==> config.mk <==
export PLATFORM = sky130hd
export DESIGN_NAME = ps2_rx_fifo_flat
export DESIGN_NICKNAME = d
export VERILOG_FILES = /design/src/rtl/ps2_pkg.sv /design/src/rtl/ps2_rx_fifo_if.sv /design/src/rtl/ps2_sync_fifo.sv /design/src/rtl/ps2_rx_fifo.sv /design/src/flat_wrapper.sv
export SDC_FILE = /design/constraint.sdc
export NUM_CORES = 1
export LEC_CHECK = 0
export BUFFER_PORTS_ARGS = -buffer_cell sky130_fd_sc_hd__buf_2
export CORE_UTILIZATION = 55
export CTS_CLUSTER_DIAMETER = 40
export DETAILED_ROUTE_END_ITERATION = 8
export HOLD_SLACK_MARGIN = 0.12
export PLACE_DENSITY = 0.71
export SYNTH_ARGS = -nofsm -noshare
export SYNTH_HDL_FRONTEND = slang
export SYNTH_SLANG_ARGS = --single-unit
==> constraint.sdc <==
create_clock -name system_clk -period 2.7 [get_ports system_clk]
set_input_delay 0.54 -clock system_clk [delete_from_list [all_inputs] [get_ports system_clk]]
set_output_delay 0.54 -clock system_clk [all_outputs]
set_load 0.05 [all_outputs]
==> src/rtl/ps2_pkg.sv <==
// ps2_pkg: shared deframer state encoding and PS/2 frame constants
package ps2_pkg;
  typedef enum logic [1:0] {IDLE, DATA, PARITY, STOP} ps2_state_e;
  localparam logic PS2_START_BIT = 1'b0;
  localparam logic PS2_STOP_BIT  = 1'b1;
  localparam int   PS2_DATA_BITS = 8;
endpackage

==> src/rtl/ps2_rx_fifo_if.sv <==
// ps2_rx_fifo_if: scan-code read port between the PS/2 receiver and the keyboard register block
interface ps2_rx_fifo_if #(parameter int DEPTH = 32);
  logic                     rd_en;
  logic                     ovf_clr;
  logic [7:0]               rd_data;
  logic                     empty;
  logic                     full;
  logic [$clog2(DEPTH):0]   count;
  logic                     frame_err;
  logic                     overflow;
  modport master (output rd_en, ovf_clr, input rd_data, empty, full, count, frame_err, overflow);
  modport slave  (input rd_en, ovf_clr, output rd_data, empty, full, count, frame_err, overflow);
endinterface

==> src/rtl/ps2_sync_fifo.sv <==
// ps2_sync_fifo: show-ahead FIFO; head entry is visible on rdata_o whenever not empty
module ps2_sync_fifo #(
  parameter int DEPTH = 32,
  parameter int WIDTH = 8
) (
  input  logic                     system_clk,
  input  logic                     reset,
  input  logic                     push_i,
  input  logic                     pop_i,
  input  logic [WIDTH-1:0]         wdata_i,
  output logic [WIDTH-1:0]         rdata_o,
  output logic                     full_o,
  output logic                     empty_o,
  output logic [$clog2(DEPTH):0]   count_o
);
  localparam int AW = $clog2(DEPTH);
  localparam int CW = AW + 1;
  logic [WIDTH-1:0] mem_q [DEPTH];
  logic [AW-1:0]    wr_ptr_q, rd_ptr_q;
  logic [CW-1:0]    count_q;
  logic             do_push, do_pop;
  assign empty_o = count_q == '0;
  assign full_o  = count_q == CW'(DEPTH);
  assign count_o = count_q;
  assign rdata_o = empty_o ? '0 : mem_q[rd_ptr_q];
  assign do_pop  = pop_i & ~empty_o;
  assign do_push = push_i & (~full_o | do_pop);
  // storage array, written at the tail on an accepted push
  always_ff @(posedge system_clk)
    if (do_push) mem_q[wr_ptr_q] <= wdata_i;
  // pointers wrap naturally at DEPTH; occupancy moves only on a lone push or pop
  always_ff @(posedge system_clk or posedge reset)
    if (reset) begin
      wr_ptr_q <= '0;
      rd_ptr_q <= '0;
      count_q  <= '0;
    end else begin
      wr_ptr_q <= wr_ptr_q + AW'(do_push);
      rd_ptr_q <= rd_ptr_q + AW'(do_pop);
      count_q  <= count_q + CW'(do_push) - CW'(do_pop);
    end
endmodule

==> src/rtl/ps2_rx_fifo.sv <==
// ps2_rx_fifo: PS/2 deframer feeding a scan-code FIFO; PS2_RX_TIMEOUT_EN adds a partial-frame watchdog
module ps2_rx_fifo
  import ps2_pkg::*;
#(
  parameter int DEPTH          = 32,
  parameter int SYNC_STAGES    = 2,
  parameter int TIMEOUT_CYCLES = 50000
) (
  input  logic           system_clk,
  input  logic           reset,
  input  logic           ps2_clk,
  input  logic           ps2_data,
  ps2_rx_fifo_if.slave   bus
);
  logic [SYNC_STAGES-1:0] clk_sync_q, data_sync_q;
  logic                   clk_prev_q, fall_q, bit_q;
  ps2_state_e             state_q, state_d;
  logic [2:0]             cnt_q, cnt_d;
  logic [7:0]             shift_q, shift_d;
  logic                   par_q, par_d, push_q, push_d, err_q, err_d, ovf_q, ovf_d;
  logic                   fifo_full;
  // synchronise both lines; idle bus level is high
  always_ff @(posedge system_clk or posedge reset)
    if (reset) begin
      clk_sync_q  <= '1;
      data_sync_q <= '1;
      clk_prev_q  <= 1'b1;
      fall_q      <= 1'b0;
      bit_q       <= 1'b1;
    end else begin
      clk_sync_q  <= {clk_sync_q[SYNC_STAGES-2:0], ps2_clk};
      data_sync_q <= {data_sync_q[SYNC_STAGES-2:0], ps2_data};
      clk_prev_q  <= clk_sync_q[SYNC_STAGES-1];
      fall_q      <= clk_prev_q & ~clk_sync_q[SYNC_STAGES-1];
      bit_q       <= data_sync_q[SYNC_STAGES-1];
    end
`ifdef PS2_RX_TIMEOUT_EN
  localparam int WW = $clog2(TIMEOUT_CYCLES + 1);
  logic [WW-1:0] wd_q, wd_d;
  logic          wd_expired;
  assign wd_expired = state_q != IDLE && !fall_q && wd_q == WW'(TIMEOUT_CYCLES - 1);
  assign wd_d = (state_q == IDLE || fall_q || wd_expired) ? '0 : wd_q + WW'(1);
  // watchdog counts idle cycles inside a frame
  always_ff @(posedge system_clk or posedge reset)
    if (reset) wd_q <= '0;
    else       wd_q <= wd_d;
`else
  logic wd_expired;
  assign wd_expired = 1'b0;
`endif
  // deframer next state: one bit consumed per detected falling edge
  always_comb begin
    state_d = state_q;
    cnt_d   = cnt_q;
    shift_d = shift_q;
    par_d   = par_q;
    push_d  = 1'b0;
    err_d   = 1'b0;
    if (wd_expired) begin
      state_d = IDLE;
      err_d   = 1'b1;
    end else if (fall_q)
      unique case (state_q)
        IDLE: if (bit_q == PS2_START_BIT) begin
          state_d = DATA;
          cnt_d   = '0;
        end
        DATA: begin
          shift_d = {bit_q, shift_q[7:1]};
          cnt_d   = cnt_q + 3'd1;
          state_d = cnt_q == 3'(PS2_DATA_BITS - 1) ? PARITY : DATA;
        end
        PARITY: begin
          par_d   = bit_q;
          state_d = STOP;
        end
        STOP: begin
          push_d  = bit_q == PS2_STOP_BIT && (^shift_q ^ par_q);
          err_d   = !push_d;
          state_d = IDLE;
        end
      endcase
  end
  // deframer registers and the registered push / error strobes
  always_ff @(posedge system_clk or posedge reset)
    if (reset) begin
      state_q <= IDLE;
      cnt_q   <= '0;
      shift_q <= '0;
      par_q   <= 1'b0;
      push_q  <= 1'b0;
      err_q   <= 1'b0;
    end else begin
      state_q <= state_d;
      cnt_q   <= cnt_d;
      shift_q <= shift_d;
      par_q   <= par_d;
      push_q  <= push_d;
      err_q   <= err_d;
    end
  // a byte is lost only when full and the reader does not free a slot that cycle; a new loss beats clear
  assign ovf_d = (push_q & fifo_full & ~bus.rd_en) | (ovf_q & ~bus.ovf_clr);
  // sticky overflow flag
  always_ff @(posedge system_clk or posedge reset)
    if (reset) ovf_q <= 1'b0;
    else       ovf_q <= ovf_d;
  assign bus.frame_err = err_q;
  assign bus.overflow  = ovf_q;
  assign bus.full      = fifo_full;
  ps2_sync_fifo #(.DEPTH(DEPTH), .WIDTH(8)) u_fifo (
    .system_clk (system_clk),
    .reset      (reset),
    .push_i     (push_q),
    .pop_i      (bus.rd_en),
    .wdata_i    (shift_q),
    .rdata_o    (bus.rd_data),
    .full_o     (fifo_full),
    .empty_o    (bus.empty),
    .count_o    (bus.count)
  );
endmodule

==> src/flat_wrapper.sv <==
// flat-port wrapper written by rule: the top's interface ports become plain ports
module ps2_rx_fifo_flat import ps2_pkg::*;
#(
  parameter int DEPTH          = 32,
  parameter int SYNC_STAGES    = 2,
  parameter int TIMEOUT_CYCLES = 50000
)
  (system_clk, reset, ps2_clk, ps2_data, bus_rd_en, bus_ovf_clr, bus_rd_data, bus_empty, bus_full, bus_count, bus_frame_err, bus_overflow);
  ps2_rx_fifo_if #(.DEPTH(DEPTH)) bus_i ();
  input  logic system_clk;
  input  logic reset;
  input  logic ps2_clk;
  input  logic ps2_data;
  input wire logic [$bits(bus_i.rd_en)-1:0] bus_rd_en;
  input wire logic [$bits(bus_i.ovf_clr)-1:0] bus_ovf_clr;
  output wire logic [$bits(bus_i.rd_data)-1:0] bus_rd_data;
  output wire logic [$bits(bus_i.empty)-1:0] bus_empty;
  output wire logic [$bits(bus_i.full)-1:0] bus_full;
  output wire logic [$bits(bus_i.count)-1:0] bus_count;
  output wire logic [$bits(bus_i.frame_err)-1:0] bus_frame_err;
  output wire logic [$bits(bus_i.overflow)-1:0] bus_overflow;
  assign bus_i.rd_en = bus_rd_en;
  assign bus_i.ovf_clr = bus_ovf_clr;
  assign bus_rd_data = bus_i.rd_data;
  assign bus_empty = bus_i.empty;
  assign bus_full = bus_i.full;
  assign bus_count = bus_i.count;
  assign bus_frame_err = bus_i.frame_err;
  assign bus_overflow = bus_i.overflow;
  ps2_rx_fifo #(.DEPTH(DEPTH), .SYNC_STAGES(SYNC_STAGES), .TIMEOUT_CYCLES(TIMEOUT_CYCLES)) u_core (.system_clk(system_clk), .reset(reset), .ps2_clk(ps2_clk), .ps2_data(ps2_data), .bus(bus_i));
endmodule
[Word-level counts from Yosys, hierarchy flattened]
Memories as Yosys holds them, arrays and structs flattened.
Cells that the tools add are included.
Storage, ports and cells
  bits of input ports: 6
  bits in writable memories: 256
  bits in latches: 0
  flip-flop bits (word level): 40
  memory bits (read-only): 0
  memories kept: 1
Memory list
  u_core.u_fifo.mem_q: depth 32, width 8, rd ports 1, clocked after Yosys merged registers in 0, write ports 1, line ps2_sync_fifo.sv:18  | logic [WIDTH-1:0] mem_q [DEPTH];
Cells by class
  reductions and logical operators: 10
  muxes and demuxes: 12
  equality and inequality tests: 6
  order comparisons: 0
  divide/modulo/power cells: 0
  multipliers: 0
  add/sub/neg operators: 5
  shifts and indexed selects: 0
  bitwise operators: 14
Operators with widths (number)
  $add 5x1->5: 2
  $mux 8: 1
  $pmux 2 s4: 1
  $reduce_xor 8->1: 1
  $add 6x1->6: 1
  $and 1x1->1: 6
  $eq 6x6->1 const B: 1
  $logic_not 6->1: 1
  $mux 1: 6
  $pmux 3 s2: 1
  $reduce_and 2->1: 3
  $sub 6x1->6: 1
  $not 1->1: 5
  $eq 2x2->1 const B: 2
  $mux 2: 2
  $add 3x1->3 const B: 1
  $eq 3x3->1 const B: 1
  $mux 3: 1
  $reduce_and 3->1: 1
  $eq 2x1->1 const B: 1
  $logic_not 2->1: 1
  $ne 2x2->1 const B: 1
  $or 1x1->1: 2
  $reduce_bool 2->1: 1
  other kinds (3): 3

[Longest topological paths before layout]
  depth after elaboration: 7
  mapped depth: 12
  gate-level depth less buffers: 12

[Cells and area by module]
A second synthesis with hierarchy kept.
Second synthesis, totals
  cell total of the unflattened synthesis: 671
  area, all modules: 12032.8 µm²
By module, submodules not included
  ps2_sync_fifo: cells each 585, area each 11075.6 µm², seq. area each 8087.8 µm², times used 1
  ps2_rx_fifo: cells each 86, area each 957.2 µm², seq. area each 608.1 µm², times used 1

[Least setup slack after synthesis]
Ideal clock, no wire load.
  kind: reg2out
  from: register u_core.u_fifo.count_q[2], in the netlist u_core.u_fifo.count_o[2]
  to: output port bus_rd_data[0]
  stages on the path, launching flop included: 6
  arrival: 2.783 ns
  slack: -0.623 ns
  cells stage by stage: dfrtp_1 inv_1 ha_1 nand3_1 clkinv_1 nor3_1
Between the ends
  longest elaborated chain between the ends: 2
Ends and longest elaborated chain
  start: declaration: line ps2_sync_fifo.sv:20  | logic [CW-1:0] count_q;
  start signal: assignment: line ps2_sync_fifo.sv:40  | count_q <= count_q + CW'(do_push) - CW'(do_pop);
  $logic_not 6->1: line ps2_sync_fifo.sv:22  | assign empty_o = count_q == '0;
  net bus_empty: line flat_wrapper.sv:17  | output wire logic [$bits(bus_i.empty)-1:0] bus_empty;
  $mux 8: line ps2_sync_fifo.sv:25  | assign rdata_o = empty_o ? '0 : mem_q[rd_ptr_q];
  end: declaration: line flat_wrapper.sv:16  | output wire logic [$bits(bus_i.rd_data)-1:0] bus_rd_data;
The timed path passes the listed nets, and every way through them passes these cells.

[Worst setup path in the final report]
  from: register u_core.u_fifo.rd_ptr_q[0]
  to: output port bus_rd_data[5]
Between the ends
  longest elaborated chain between the ends: 2
Ends and longest elaborated chain
  start: declaration: line ps2_sync_fifo.sv:19  | logic [AW-1:0] wr_ptr_q, rd_ptr_q;
  start signal: assignment: line ps2_sync_fifo.sv:39  | rd_ptr_q <= rd_ptr_q + AW'(do_pop);
  $mem_v2 32x8
  $mux 8: line ps2_sync_fifo.sv:25
No other way between the ends.

==> run_results.csv <==
group,metric,value,unit
setup_path,rr_endpoint,"u_core.u_fifo.count_o[4]$_DFF_PP0_",
yosys,synth_area,11790,um^2
floorplanning,die_x,148.4,um
setup_path,required,2160,ps
yosys,ys.flop_type,"edfxtp_1",
grt,grt_pass1_vias,6087,
yosys,netlist.top_cell.by_area,"edfxtp_1",
yosys,synth_area_leaders,"edfxtp_1 65%, mux4_2 11%, dfrtp_1 7.2%, mux2i_1 2.8%, ha_1 1.5%",
drt,routed_wirelength,23.45,mm
run_status,violations,"negative setup slack",
timing,hold_violations,0,
yosys,avgSynthCellArea,18.78,um^2
grt,grt_pass1_wl,35.61,mm
place,post-place-cells,957,
setup_path,cp-startpoint,"u_core.u_fifo.rd_ptr_q[0]$_DFF_PP0_",
run,cap_viol_max_count,0,
pwr,peakVddDrop,666.7,uV
cells_and_area,layout-drive-gt1-share,0.3168,
pwr,p_per_area,1152,nW/um^2
floorplanning,dieArea,22030,um^2
setup_path,end_kind,"output pin",
drt,wl_per_cell,22.92,um
cells_and_area,fillers,1315,
yosys,postSynthCellCount,628,
yosys,async_flop_share,0.1351,
clocking,cts_tree,"yes",
yosys,synth.top_cell.area_share,0.6520,
yosys,syn_nets,649,
place,hpwl,14.60,mm
min_path,hp-class,"in -> reg",
cells_and_area,final_nets,746,
clocking,cts_max_level,2,
yosys,synth_cell_type_count,43,
floorplanning,die_y,148.4,um
timing,maxSlewViolCount,0,
setup_path,start_kind,"flop",
floorplanning,initial_utilization,0.5609,
timing,setup_slack,-594.0,ps
floorplanning,placementRows,53,
cells_and_area,area_growth,18.78,%
drt,drt_iter0_drc,520,
setup_path,crit_path_end,"bus_rd_data[5]",
timing,worst_pin_slew,682.9,ps
timing,max_clock_freq,303.6,MHz
drt,vias_per_cell,5.774,
grt,antenna_found_initial,0,
clocking,clkTransAtPathRegs,60,ps
clocking,clockBufferDepth,3,
cells_and_area,final_core_util,0.6663,
setup_path,cp_max_fo,7,
place,portBuffers,23,
cells_and_area,stdcell_area,14010,um^2
cells_and_area,final_cells,1023,
setup_path,r2r_cells,12,
timing,finalCriticalPeriod,3294,ps
place,place_area,12680,um^2
yosys,yosys-top-cells-count,"256 x edfxtp_1, 56 x mux4_2, 37 x nor2_1, 34 x dfrtp_1",
yosys,yosysWarnings,0,
drt,drt_pre_antenna_iters,7,
drt,drc,0,
timing,relSlewSlack,0.5447,
drt,vias,5907,
yosys,ys_seq_elements,296,
timing,fin_crit_sh,1.220,
setup_path,crit_type,"reg -> out",
timing,fin_worst_skew,17.88,ps
clocking,numCtsBuffers,34,
setup_path,r2r_slack,200,ps
timing,hold_ws,144.9,ps
place,place.gp.congestion,0.8274,
timing,setup_viol,8,
setup_path,r2r_start,"u_core.u_fifo.count_o[3]$_DFF_PP0_",
yosys,synth_most_common_cell,"edfxtp_1",
cells_and_area,antenna_cells,0,
drt,ant_nets,0,
floorplanning,boundaryPins,24,
clocking,hold_buffers,0,
clocking,cts_sinks,296,
floorplanning,core_area,21020,um^2
clocking,clkLatencyLatePin,490,ps
yosys,synth-edff-count,256,
setup_path,worstPathArrival,2750,ps
yosys,yosysSeqAreaShare,0.7375,
grt,track_usage,0.2217,
grt,grt_max_degree,41,
timing,rsz0062_at_grt,"true",
grt,grt-ovfl-total,0,
pwr,power.leakage,0.005033,uW
run_status,status,"finished, violations left",
clocking,root_buffer,"clkbuf_16",
## timing repair
item | CTS | global route
cloned | 0 | 4
setup endpoints to repair | 8 | 9
pin swaps | 0 | 14
resized for setup | 13 | 20
setup buffers | 0 | 6
## flip-flops by register name, summed over array words and instances (netlist names), 2 cells and up, named ones only
register	cells
u_core.u_fifo.mem_q	256
u_core.shift_q	8
u_core.u_fifo.count_o	6
u_core.u_fifo.rd_ptr_q	5
u_core.u_fifo.wr_ptr_q	5
u_core.cnt_q	3
u_core.clk_sync_q	2
u_core.data_sync_q	2
## report_power, final
part	internal (uW)	total, uW	switching, uW
clock	2660	4380	1720
sequential	5710	6000	293
combinational	2510	5750	3240
## metrics by stage
stage | power (uW) | setup WS [ps] | TNS, ps
6_report | 16130 | -594.0 | -4519
5_1_grt | 16810 | -676.7 | -5148
4_1_cts | 15930 | -632.0 | -4777
3_5_place_dp | 11410 | -116.9 | -826.8
3_3_place_gp | 11270 | -109.0 | -754.5
2_1_floorplan | 9842 | -0.4914 | -23.59
## critical path: stages, from the launching register on
cell     delay (ps)
dfrtp_4         550
buf_12          170
mux4_2          550
mux4_2          540
o22ai_2         110
buf_4           140
nor3_4           30
buf_6           160
## cells by family (layout without fill, tap and decap cells)
kind of cell	after synthesis	count (layout)	synth area share
flip-flops	296	296	0.7375
AND/OR/NAND/NOR	108	108	0.04287
multiplexers	98	98	0.1436
AO/OA/AOI/OAI	52	52	0.02897
buffers and inverters	45	165	0.01783
adder cells (fa/ha/maj)	15	15	0.01655
XOR/XNOR	14	14	0.01273
## worst min-delay path by stage
| stage | start | cells past startpoint | endpoint |
|---|---|---|---|
| after floorplan | u_core.data_sync_q[1]$_DFF_PP1_ | 0 | u_core.bit_q$_DFF_PP1_ |
| after global placement | u_core.clk_sync_q[0]$_DFF_PP1_ | 0 | u_core.clk_sync_q[1]$_DFF_PP1_ |
| after detailed placement | u_core.data_sync_q[0]$_DFF_PP1_ | 0 | u_core.data_sync_q[1]$_DFF_PP1_ |
| after CTS | ps2_clk | 1 | u_core.clk_sync_q[0]$_DFF_PP1_ |
| after global routing | ps2_clk | 1 | u_core.clk_sync_q[0]$_DFF_PP1_ |
| final | ps2_clk | 1 | u_core.clk_sync_q[0]$_DFF_PP1_ |
## area by class of cell
class	count	area, um^2	share of cell area
clock buffer	37	883.3	0.06307
timing repair buffer	89	777.0	0.05548
clock inverter	22	203.9	0.01456
multi-input combinational	287	3030	0.2164
tap	275	344.1	0.02457
sequential	296	8701	0.6212
inverter	17	66.31	0.004735
## placed cells by master (no fill, tap or decap), types with 5 or more instances in the layout
cell        instances
edfxtp_1          256
mux4_2             56
buf_4              53
clkbuf_16          38
nor2_1             37
nand2_1            33
mux2i_1            33
dfrtp_1            32
inv_1              16
a22oi_1            15
buf_2              15
ha_1               14
buf_6              13
o21ai_0             9
mux2_2              9
a21oi_1             9
xnor2_1             8
o22ai_2             8
nor3_4              8
nand3_1             7
clkinv_2            7
nand3b_1            6
dfstp_2             6
nor2b_1             5
clkinvlp_4          5
## layer usage
metal / vias up / GRT usage / wire (um)
li1: 2672 / - / -
met1: 3058 / 0.3021 / 9718
met2: 152 / 0.3773 / 12350
met3: 25 / 0.03742 / 1052
met4: 0 / 0.05052 / 329
met5: - / 0 / 0
Note: power is estimated with default switching activity, not from simulation.
